File: src/rtl/snake_pkg.sv
// rtl/snake_pkg.sv - shared direction/state encodings and reversal helper for the snake controller
package snake_pkg;

  localparam logic [1:0] DIR_LEFT  = 2'd0;
  localparam logic [1:0] DIR_UP    = 2'd1;
  localparam logic [1:0] DIR_RIGHT = 2'd2;
  localparam logic [1:0] DIR_DOWN  = 2'd3;

  localparam logic [1:0] ST_IDLE = 2'd0;
  localparam logic [1:0] ST_RUN  = 2'd1;
  localparam logic [1:0] ST_DEAD = 2'd2;

  // Opposite directions differ only in bit 1 (left<->right, up<->down).
  function automatic logic [1:0] reverse_dir(input logic [1:0] dir);
    return dir ^ 2'b10;
  endfunction

  function automatic logic is_reversal(input logic [1:0] req_dir, input logic [1:0] cur_dir);
    return req_dir == reverse_dir(cur_dir);
  endfunction

endpackage

File: src/rtl/btn_debounce.sv
// rtl/btn_debounce.sv - 2-FF synchronizer, symmetric debounce counter and press-edge pulse for one active-low button
module btn_debounce #(
  parameter int DEBOUNCE_CYCLES = 250000
) (
  input  logic clk,
  input  logic reset,
  input  logic btn,
  output logic press
);

  localparam int CW = (DEBOUNCE_CYCLES > 1) ? $clog2(DEBOUNCE_CYCLES) : 1;
  localparam logic [CW-1:0] LAST = CW'(DEBOUNCE_CYCLES - 1);

  logic          sync1;
  logic          sync2;
  logic          pressed;
  logic [CW-1:0] cnt;
  logic          low;

  assign low = ~sync2;

  // The counter only runs while the synchronized level disagrees with the
  // debounced state; any agreeing sample restarts the run.
  always_ff @(posedge clk) begin
    if (!reset) begin
      sync1   <= 1'b1;
      sync2   <= 1'b1;
      cnt     <= '0;
      pressed <= 1'b0;
      press   <= 1'b0;
    end else begin
      sync1 <= btn;
      sync2 <= sync1;
      press <= 1'b0;
      if (low == pressed) begin
        cnt <= '0;
      end else if (cnt == LAST) begin
        cnt     <= '0;
        pressed <= low;
        press   <= low;
      end else begin
        cnt <= cnt + 1'b1;
      end
    end
  end

endmodule

File: src/rtl/snake_move_ctrl.sv
// rtl/snake_move_ctrl.sv - button debounce, reversal filtering, game tick pacing and IDLE/RUN/DEAD control for the snake datapath
module snake_move_ctrl
  import snake_pkg::*;
#(
  parameter int DEBOUNCE_CYCLES = 250000,
  parameter int TICK_CYCLES     = 6250000
) (
  input  logic       clk,
  input  logic       reset,
  input  logic       btn1,
  input  logic       btn2,
  input  logic       btn3,
  input  logic       btn4,
  input  logic       collision,
  output logic       move_tick,
  output logic [1:0] move_direction,
  output logic [1:0] game_state
);

  localparam int TW = (TICK_CYCLES > 1) ? $clog2(TICK_CYCLES) : 1;
  localparam logic [TW-1:0] TLAST = TW'(TICK_CYCLES - 1);

  logic [3:0]    btn_n;
  logic [3:0]    press;
  logic          req_valid;
  logic [1:0]    req_dir;
  logic [1:0]    pending_dir;
  logic [1:0]    cmp_dir;
  logic [TW-1:0] tick_cnt;
  logic          terminal;
  logic          tick_now;
  logic          accept;

  assign btn_n = {btn4, btn3, btn2, btn1};

  for (genvar i = 0; i < 4; i++) begin : g_btn
    btn_debounce #(.DEBOUNCE_CYCLES(DEBOUNCE_CYCLES)) u_db (
      .clk   (clk),
      .reset (reset),
      .btn   (btn_n[i]),
      .press (press[i])
    );
  end

  always_comb begin
    req_valid = 1'b1;
    req_dir   = DIR_LEFT;
    if (press[0])      req_dir = DIR_LEFT;
    else if (press[1]) req_dir = DIR_UP;
    else if (press[2]) req_dir = DIR_RIGHT;
    else if (press[3]) req_dir = DIR_DOWN;
    else               req_valid = 1'b0;
  end

  assign terminal = (tick_cnt == TLAST);
  assign tick_now = (game_state == ST_RUN) && terminal && !collision;
  // On a tick the request is judged against the direction being committed now.
  assign cmp_dir  = tick_now ? pending_dir : move_direction;
  assign accept   = req_valid && !is_reversal(req_dir, cmp_dir);

  always_ff @(posedge clk) begin
    if (!reset) begin
      game_state     <= ST_IDLE;
      move_tick      <= 1'b0;
      move_direction <= DIR_RIGHT;
      pending_dir    <= DIR_RIGHT;
      tick_cnt       <= '0;
    end else begin
      move_tick <= 1'b0;
      case (game_state)
        ST_IDLE: begin
          tick_cnt <= '0;
          if (req_valid) begin
            game_state <= ST_RUN;
            if (accept) pending_dir <= req_dir;
          end
        end
        ST_RUN: begin
          if (collision) begin
            game_state <= ST_DEAD;
            tick_cnt   <= '0;
          end else begin
            if (terminal) begin
              tick_cnt       <= '0;
              move_tick      <= 1'b1;
              move_direction <= pending_dir;
            end else begin
              tick_cnt <= tick_cnt + 1'b1;
            end
            if (accept) pending_dir <= req_dir;
          end
        end
        ST_DEAD: begin
          tick_cnt <= '0;
          if (req_valid) begin
            game_state     <= ST_IDLE;
            move_direction <= DIR_RIGHT;
            pending_dir    <= DIR_RIGHT;
          end
        end
        default: begin
          game_state <= ST_IDLE;
          tick_cnt   <= '0;
        end
      endcase
    end
  end

endmodule
File: config.mk
export PLATFORM = sky130hd
export DESIGN_NAME = snake_move_ctrl
export DESIGN_NICKNAME = d
export VERILOG_FILES = /design/src/rtl/snake_pkg.sv /design/src/rtl/btn_debounce.sv /design/src/rtl/snake_move_ctrl.sv
export SDC_FILE = /design/constraint.sdc
export NUM_CORES = 1
export LEC_CHECK = 0
export CAP_MARGIN = 10
export CORE_AREA = 3 3 131 133
export DETAILED_ROUTE_END_ITERATION = 10
export DIE_AREA = 0 0 134 136
export GPL_TIMING_DRIVEN = 0
export PLACE_DENSITY = 0.48
export SETUP_SLACK_MARGIN = 0.5
export SLEW_MARGIN = 25
export SYNTH_ARGS = -nofsm -noshare
export SYNTH_HDL_FRONTEND = slang
export SYNTH_SLANG_ARGS = --single-unit
File: constraint.sdc
create_clock -name clk -period 5.4 [get_ports clk]
set_input_delay 1.35 -clock clk [delete_from_list [all_inputs] [get_ports clk]]
set_output_delay 1.35 -clock clk [all_outputs]
set_load 0.02 [all_outputs]
# ---- Yosys cells after proc, flatten, opt, wreduce, memory -nomap -nowiden
# Cells that the tools add are included.
dict set report classes {
  mux 22
  bitwise_logic 15
  n_eq_ne 17
  reduce_logical 25
  addsub 5
}
# op n
set ops {}
lappend ops {{18-bit by 1-bit adder with 18-bit output (second input constant)} 4}
lappend ops {{18-bit equality test (second input constant)} 4}
lappend ops {{2-bit 2-to-1 mux} 14}
lappend ops {{3-bit OR reduction} 9}
lappend ops {{23-bit by 1-bit adder with 23-bit output (second input constant)} 1}
lappend ops {{23-bit equality test (second input constant)} 1}
lappend ops {{1-bit inverter} 15}
lappend ops {{2-bit one-hot mux with 3 select lines} 2}
lappend ops {{2-bit inequality test (second input constant)} 5}
lappend ops {{2-bit AND reduction} 4}
lappend ops {{4-bit AND reduction} 2}
lappend ops {{1-bit 2-to-1 mux} 5}
lappend ops {{1-bit equality test} 4}
lappend ops {{2-bit one-hot mux with 2 select lines} 1}
lappend ops {{4-bit OR reduction} 1}
lappend ops {{1-bit logical AND} 3}
lappend ops {{3-bit AND reduction} 1}
lappend ops {{3-bit nonzero test} 1}
lappend ops {{2-bit by 1-bit equality test with 1-bit output (second input constant)} 1}
lappend ops {{2-bit equality test} 1}
lappend ops {{2-bit equality test (second input constant)} 1}
lappend ops {{1-bit zero test} 2}
lappend ops {{2-bit zero test} 1}
lappend ops {{2-bit nonzero test} 1}
dict set report totals {
  inputBits 7
  ff_bits 118
  word_cells 109
}

# ---- Depth between registers and ports, before layout
# Gate-level depths: netlist (run 1).
dict set report logic_depth {
  word_depth 11
  depth_mapped 9
  depth_no_buf 7
}

# ---- Cells and area by module
# From an unflattened synthesis (run 1), not the netlist that was laid out.
dict set report hier_totals {
  cells_unflattened 599
  hier_area_um2 5353.9
}
# mod instances cells_each area_each_um2
set by_module_without_submodules {}
lappend by_module_without_submodules {btn_debounce 4 107 978.4}
lappend by_module_without_submodules {snake_move_ctrl 1 171 1440.1}

# ---- Least setup slack after synthesis (run 1)
# No wires, ideal clock.
dict set report synth_path {
  kind {input -> register}
  startpoint {in collision}
  endpoint {reg pending_dir[1]}
  setup_slack_ns 2.565
  setup_time_ns 0.123
  t_required_ns 5.277
  cell_stages 7
  arrival_time_ns 2.711
  path_cell_list {nor3b_4 > and4_4 > buf_6 > a2111oi_2 > nor4_2 > o21bai_1 > mux2_1}
}
dict set report synth_between {
  elab_chain_cells 10
}
# element line_no
set synth_lines {}
lappend synth_lines {{from (decl)} snake_move_ctrl.sv:14} ;# input logic collision,
lappend synth_lines {{1-bit zero test} snake_move_ctrl.sv:56} ;# assign tick_now = (game_state == ST_RUN) && terminal && !collision;
lappend synth_lines {{1-bit logical AND} snake_move_ctrl.sv:56}
lappend synth_lines {{2-bit 2-to-1 mux} snake_move_ctrl.sv:58} ;# assign cmp_dir = tick_now ? pending_dir : move_direction;
lappend synth_lines {{1-bit inverter (no line)} --}
lappend synth_lines {{2-bit equality test} snake_pkg.sv:19} ;# return req_dir == reverse_dir(cur_dir);
lappend synth_lines {{1-bit zero test} snake_move_ctrl.sv:59} ;# assign accept = req_valid && !is_reversal(req_dir, cmp_dir);
lappend synth_lines {{1-bit logical AND} snake_move_ctrl.sv:59}
lappend synth_lines {{2-bit 2-to-1 mux} --}
lappend synth_lines {{2-bit 2-to-1 mux, on equally long branches} --}
lappend synth_lines {{2-bit one-hot mux with 3 select lines} --}
lappend synth_lines {{to (signal assigned)} snake_move_ctrl.sv:75} ;# if (accept) pending_dir <= req_dir;
lappend synth_lines {{to (signal assigned)} snake_move_ctrl.sv:90} ;# if (accept) pending_dir <= req_dir;
lappend synth_lines {{to (decl)} snake_move_ctrl.sv:27} ;# logic [1:0] pending_dir;
# Several ways; a longest one is shown, not always the timed one. The select of a mux whose other input is x is not followed.
# A chain may end at the register's enable or synchronous reset.

# ---- Final worst setup path (run 1)
# Ends and elaborated chain as after synthesis.

==> run_results.csv, run 1 <==
group,metric,value,unit
critical_path,timing.critical_path.arrival,3490,ps
timing,setup_tns,0,ps
cells_and_area,layoutNonFillerInstCount,834,
clocking,clkTransAtPathRegs,50,ps
critical_path,timing.critical_path.required,5690,ps
clocking,tritoncts_clock_tree,"done",
timing,fin_crit_sh,59.3,%
clocking,tritoncts.num_buffers,17,
die,core.rowCount,46,
route,routed_wire_length,9450,microns
placed_design,dp.final_hpwl,6790,microns
placed_design,preCtsSetupSlack,1810,ps
synthesis,synth.avg_cell_area,8.85,sq um
critical_path,worstReg2RegEnd,"pending_dir[1]$_SDFFE_PN1P_",
synthesis,most_common_cell_in_the_netlist,"sky130_fd_sc_hd__nor2_1",
global_routing,grt_pass1_vias,3611,
clocking,insertion_delay,400,ps
cells_and_area,final.fill_count,1642,
clocking,cts.path.max_buffers,2,
synthesis,synth-async-reset-ratio,0,%
synthesis,ys.flop_type,"sky130_fd_sc_hd__dfxtp_1",
power_and_ir_drop,power_density,322,nW/um^2
min_path,worst_hold_path_cells,1,
timing,postLayoutSetupSlackWorst,2200,ps
global_routing,antenna_violations_before_repair,0,
global_routing,global_route.usage.total,11.1,%
timing,grt_setup_unrepaired,"false",
power_and_ir_drop,p_comb_share,1.0,%
route,num_vias,3801,
critical_path,timing.reg2reg.setup_slack,3100,ps
timing,clock-skew-final,7.60,ps
timing,worst_slew_margin_rel,61.2,%
critical_path,critical_path.startpoint_type,"input pin",
route,dr.first_iter.drc_count,133,
route,detailedRoute.firstPassIterationCount,4,
timing,setup_violations,0,
cells_and_area,syn_to_final_growth,18.2,%
global_routing,grt_first_pass_wirelength,16400,microns
critical_path,critPathMaxStageDelay,520,ps
power_and_ir_drop,max-vdd-ir-drop,0.207,mV
global_routing,globalRoute.totalOverflow,0,
timing,final_hold_violation_count,0,
power_and_ir_drop,psw,0.367,mW
synthesis,synth-edff-count,0,
clocking,cts_setup_buffers,0,
cells_and_area,finish.net_count,618,
critical_path,cp-end-kind,"register",
synthesis,synthTopCellsByCount,"sky130_fd_sc_hd__nor2_1, sky130_fd_sc_hd__dfxtp_1, sky130_fd_sc_hd__xor2_1, sky130_fd_sc_hd__xnor2_1, sky130_fd_sc_hd__nand2_1",
critical_path,cp_slowest_cell,"sky130_fd_sc_hd__clkdlybuf4s50_1",
synthesis,synth-warning-count,0,
synthesis,synth.cell_area,5110,sq um
synthesis,synth-seq-cells,118,
power_and_ir_drop,p_leak,1.91,nW
synthesis,post-synth-top-area-fraction,46.3,%
critical_path,path_max_fanout,8,
synthesis,synth_sequential_area_ratio,46.3,%
die,fp.coreArea,15900,sq um
synthesis,synth_fp_nets,589,
clocking,cts.hold.buffers_added,0,
placed_design,place.port_buffers,10,
critical_path,critical_path.reg2reg.startpoint,"tick_cnt[0]$_SDFF_PP0_",
timing,fin_hold_ws,398,ps
clocking,clkSinkCount,118,
power_and_ir_drop,power.switching_fraction,18.9,%
die,initial_core_util,32.0,%
die,chipHeight,136,microns
status,run_status,"finished, final reports clean",
power_and_ir_drop,power.share.clock,53.7,%
critical_path,worstRegToRegCells,9,
min_path,hp_class,"register to register",
critical_path,path_class,"input pin to register",
placed_design,gp_congestion,0.794,
synthesis,cell_type_contributing_the_most_total_cell_area_after_synthesis,"sky130_fd_sc_hd__dfxtp_1",
synthesis,post_synth_main_area_contributors,"sky130_fd_sc_hd__dfxtp_1, sky130_fd_sc_hd__nor2_1, sky130_fd_sc_hd__xor2_1, sky130_fd_sc_hd__xnor2_1, sky130_fd_sc_hd__nand3_1",
clocking,cts-root-buf,"sky130_fd_sc_hd__clkbuf_16",
cells_and_area,post-route-cell-area,6030,sq um
power_and_ir_drop,share_of_power_burned_in_registers,45.3,%
power_and_ir_drop,cell_internal_pwr,1.57,mW
timing,period_minus_slack,3200,ps
placed_design,dpl.cell_count,803,
timing,max_slew_violation_count,0,
route,drt.antenna.violating_nets,0,
cells_and_area,layout-drive-gt1-share,7.28,%
placed_design,placement.cell_area,5480,sq um
route,post-route-drc-count,0,
critical_path,critical_path.cell_chain,"clkdlybuf4s50_1 > nor3b_4 > and4_4 > buf_6 > a2111oi_2 > nor4_2 > o21bai_1 > mux2_1",
route,wl_per_cell,11.3,microns
timing,maxClockFrequency,312,MHz
job,timing.max_cap.violations,0,
clocking,post_cts_resized,0,
min_path,hp-start,"g_btn[3].u_db.sync1$_SDFF_PN1_",
die,die_w,134,microns
cells_and_area,num_antenna_cells,0,
die,area_enclosed_by_the_die_boundary,18200,sq um
clocking,htree_num_levels,4,
synthesis,ys_types,49,
min_path,worstHoldEndpoint,"g_btn[3].u_db.sync2$_SDFF_PN1_",
route,viasPerCell,4.56,
timing,worst_slew_pin_slew,577,ps
synthesis,netlist_instances,577,
die,pin_count,12,
global_routing,maximum_number_of_pins_on_one_net_before_global_route_repair,17,
-- flip-flops by register name (all words and copies together), names as in the netlist --
register and count:
pending_dir 2, move_direction 2, move_tick 1, game_state 2, g_btn.u_db.sync2 4, g_btn.u_db.pressed 4, g_btn.u_db.cnt 72, g_btn.u_db.sync1 4
g_btn.u_db.press 4, tick_cnt 23
-- through the flow --
step           util [%]  power [mW]
6_report           37.9        1.94
5_1_grt            37.9        2.02
4_1_cts            37.9        1.98
3_5_place_dp       34.4       0.917
3_3_place_gp       34.4       0.917
2_1_floorplan         -       0.908
-- layout make-up --
type                       instances  area [sq um]  share of cell area (%)
multi-input combinational        428          2610                    43.2
clock buffer                      28           517                    8.56
timing repair buffer              10           100                    1.66
clock inverter                     3          40.0                   0.663
inverter                          16          60.1                   0.995
tap                              216           270                    4.48
buffer                            15          78.8                    1.31
sequential                       118          2360                    39.1
-- worst max path at each step --
stage               slack (ps)      start  depth (start not counted)                          end
floorplan                 2570  collision                          7  pending_dir[1]$_SDFFE_PN1P_
global placement          1840  collision                          8  pending_dir[1]$_SDFFE_PN1P_
global route              2130  collision                          8  pending_dir[1]$_SDFFE_PN1P_
CTS                       2230  collision                          8  pending_dir[1]$_SDFFE_PN1P_
detailed placement        1810  collision                          8  pending_dir[1]$_SDFFE_PN1P_
finish                    2200  collision                          8  pending_dir[1]$_SDFFE_PN1P_
-- cell families after synthesis --
kind of cell             after synthesis  share of synthesized area [%]
AND/OR/NAND/NOR                      306                           30.7
AO/OA/AOI/OAI                         28                           3.75
flip-flops                           118                           46.3
adder cells (fa/ha/maj)                5                           1.22
XOR/XNOR                              87                           14.9
multiplexers                           2                          0.416
buffers and inverters                 31                           2.72
-- layout by cell type, fill, tap and decap left out, drive strengths merged, types with 3 or more instances in the layout --
cell and n:
nor2 123, dfxtp 118, xor2 45, xnor2 42, nand2 38, nand3 37, clkbuf 35, nand4 26
inv 16, nor4 12, nand2b 11, clkdlybuf4s50 10, and3 10, and4 10, a21oi 9, nor3 8
buf 8, o21ai 6, and2 6, nor4b 5, or3 5, ha 5, or2 5, o211ai 3
-- power groups by stage --
stage / Clock (mW) / Sequential, mW / Combinational, mW
floorplan: 0 / 0.896 / 0.0120
global placement: 0 / 0.897 / 0.0206
detailed placement: 0 / 0.897 / 0.0208
CTS: 1.08 / 0.878 / 0.0208
global route: 1.12 / 0.878 / 0.0232
finish: 1.04 / 0.879 / 0.0201
-- routing by layer --
layer  vias up  part of all wire (%)  track usage, %
li1       2018                     -               -
met1      1751                    50            13.6
met2        21                    46            17.7
met3        11                   3.2            4.07
met4         0                   1.5            4.51
met5         -                     0               0
-- worst max-delay path: cells and delay by family --
family,cells,cell delay (ps)
simple gates,3,940
buf+inv,2,650
mux,1,320
compound gates,2,230
Note: power is estimated with default switching activity, not from simulation.
==> inputs of run 2 (changes only) <==
==> constraint.sdc (replaced) <==
create_clock -name clk -period 2.95 [get_ports clk]
set_input_delay 0.7375 -clock clk [delete_from_list [all_inputs] [get_ports clk]]
set_output_delay 0.7375 -clock clk [all_outputs]
set_load 0.02 [all_outputs]
==> run_results.csv, run 2 (synthesis results as in run 1) <==
group,metric,value,unit
status,run_status,"finished, final reports clean",
critical_path,path_class,"register to register",
power_and_ir_drop,power_density,588,nW/um^2
timing,worst_slew_margin_rel,61.2,%
timing,period_minus_slack,2330,ps
die,chipHeight,136,microns
placed_design,place.port_buffers,10,
critical_path,cp-end-kind,"register",
critical_path,timing.critical_path.arrival,2610,ps
critical_path,path_max_fanout,8,
route,post-route-drc-count,0,
critical_path,critical_path.startpoint_type,"register",
cells_and_area,syn_to_final_growth,18.4,%
global_routing,global_route.usage.total,11.1,%
placed_design,dpl.cell_count,803,
clocking,cts.path.max_buffers,2,
route,drt.antenna.violating_nets,0,
cells_and_area,layoutNonFillerInstCount,834,
cells_and_area,layout.cells.most_common,"sky130_fd_sc_hd__nor2_1",
route,dr.first_iter.drc_count,139,
timing,grt_setup_unrepaired,"false",
clocking,insertion_delay,400,ps
cells_and_area,largestRegisters,"g_btn.u_db.cnt: 72 flops, tick_cnt: 23 flops",
route,num_vias,3806,
die,area_enclosed_by_the_die_boundary,18200,sq um
cells_and_area,layout-drive-gt1-share,7.28,%
clocking,cts_setup_buffers,0,
global_routing,maximum_number_of_pins_on_one_net_before_global_route_repair,17,
power_and_ir_drop,p_leak,1.91,nW
global_routing,globalRoute.totalOverflow,0,
timing,worst_slew_pin_slew,577,ps
clocking,htree_num_levels,4,
clocking,clkSinkCount,118,
timing,setup_violations,0,
min_path,hp_class,"register to register",
placed_design,dp.final_hpwl,6790,microns
job,timing.max_cap.violations,0,
critical_path,timing.critical_path.required,3240,ps
cells_and_area,multi_input_comb_area,2620,sq um
cells_and_area,final.fill_count,1641,
clocking,clkTransAtPathRegs,50,ps
power_and_ir_drop,max-vdd-ir-drop,0.379,mV
timing,clock-skew-final,7.61,ps
clocking,tritoncts_clock_tree,"done",
die,core.rowCount,46,
cells_and_area,layout.area.seq,2360,sq um
timing,maxClockFrequency,430,MHz
clocking,tritoncts.num_buffers,17,
die,fp.coreArea,15900,sq um
clocking,cts.hold.buffers_added,0,
cells_and_area,largest_reg_flops,72,
cells_and_area,num_antenna_cells,0,
timing,postLayoutSetupSlackWorst,624,ps
global_routing,antenna_violations_before_repair,0,
timing,max_slew_violation_count,0,
clocking,cts-root-buf,"sky130_fd_sc_hd__clkbuf_16",
placed_design,gp_congestion,0.794,
route,detailedRoute.firstPassIterationCount,4,
die,pin_count,12,
placed_design,preCtsSetupSlack,-26.0,ps
route,viasPerCell,4.56,
route,wl_per_cell,11.4,microns
cells_and_area,mostFrequentLayoutCells,"sky130_fd_sc_hd__nor2_1, sky130_fd_sc_hd__dfxtp_1, sky130_fd_sc_hd__xor2_1",
global_routing,grt_first_pass_wirelength,16500,microns
cells_and_area,finish.net_count,618,
timing,fin_crit_sh,78.8,%
timing,final_hold_violation_count,0,
cells_and_area,max_flop_register,"g_btn.u_db.cnt",
cells_and_area,utilization,37.9,%
die,die_w,134,microns
global_routing,grt_pass1_vias,3614,
route,routed_wire_length,9470,microns
die,initial_core_util,32.0,%
-- run 2: cell types whose count changed in the layout (fill, tap and decap cells not counted) --
cell	delta
sky130_fd_sc_hd__dlygate4sd2_1	+1
sky130_fd_sc_hd__a2111oi_2	-1
sky130_fd_sc_hd__clkdlybuf4s50_1	-1
sky130_fd_sc_hd__a2111oi_4	+1
-- run 2: final cells by class --
type	count	share of cell area, %
clock buffers	28	8.55
clock inverters	3	0.662
multi-input cells	428	43.3
well taps	216	4.47
repair buffers	10	1.63
inverters	16	0.993
flip-flops and latches	118	39.1
plain buffers	15	1.30
-- run 2: worst paths after layout --
kind	start	endpoint	slack, ps	cells after the start
max	tick_cnt[0]$_SDFF_PP0_	pending_dir[1]$_SDFFE_PN1P_	620	9
min	g_btn[3].u_db.sync1$_SDFF_PN1_	g_btn[3].u_db.sync2$_SDFF_PN1_	400	1
max reg2reg	tick_cnt[0]$_SDFF_PP0_	pending_dir[1]$_SDFFE_PN1P_	620	9
min reg2reg	g_btn[3].u_db.sync1$_SDFF_PN1_	g_btn[3].u_db.sync2$_SDFF_PN1_	400	1
-- run 2: metrics by stage --
| stage | setup TNS, ps | hold WS, ps | power [mW] | instance area, sq um |
|---|---|---|---|---|
| finish | 0 | 398 | 3.55 | 6050 |
| global route | 0 | 413 | 3.70 | 6050 |
| CTS | 0 | 399 | 3.62 | 6030 |
| detailed placement | -26.0 | 391 | 1.68 | 5480 |
| global placement | 0 | 391 | 1.68 | 5480 |
| floorplan | 0 | 386 | 1.66 | 5110 |
-- run 2: timing repair --
item,4_1_cts,5_1_grt
gates resized for setup,1,1
pin swaps,1,0
endpoints found under the setup margin,1,1
-- run 2: per-layer routing --
metal  GRT usage [%]  part of all wire [%]
met5               0                     0
met4            4.51                   1.5
met3            4.07                   3.1
met2            17.7                    45
met1            13.6                    50
-- run 2: critical path, stage by stage, from the launching register on --
cell and delay (ps):
sky130_fd_sc_hd__dfxtp_1 330, sky130_fd_sc_hd__ha_1 240, sky130_fd_sc_hd__and3_4 190, sky130_fd_sc_hd__buf_6 120, sky130_fd_sc_hd__and4_4 140, sky130_fd_sc_hd__buf_6 130
sky130_fd_sc_hd__and4_1 190, sky130_fd_sc_hd__nor4_2 400, sky130_fd_sc_hd__o21bai_1 160, sky130_fd_sc_hd__mux2_1 320
-- run 2: where the power goes --
group / switching (mW) / internal [mW]
logic: 0.0220 / 0.0145
registers: 0.00483 / 1.60
clock network: 0.646 / 1.26
total: 0.673 / 2.88
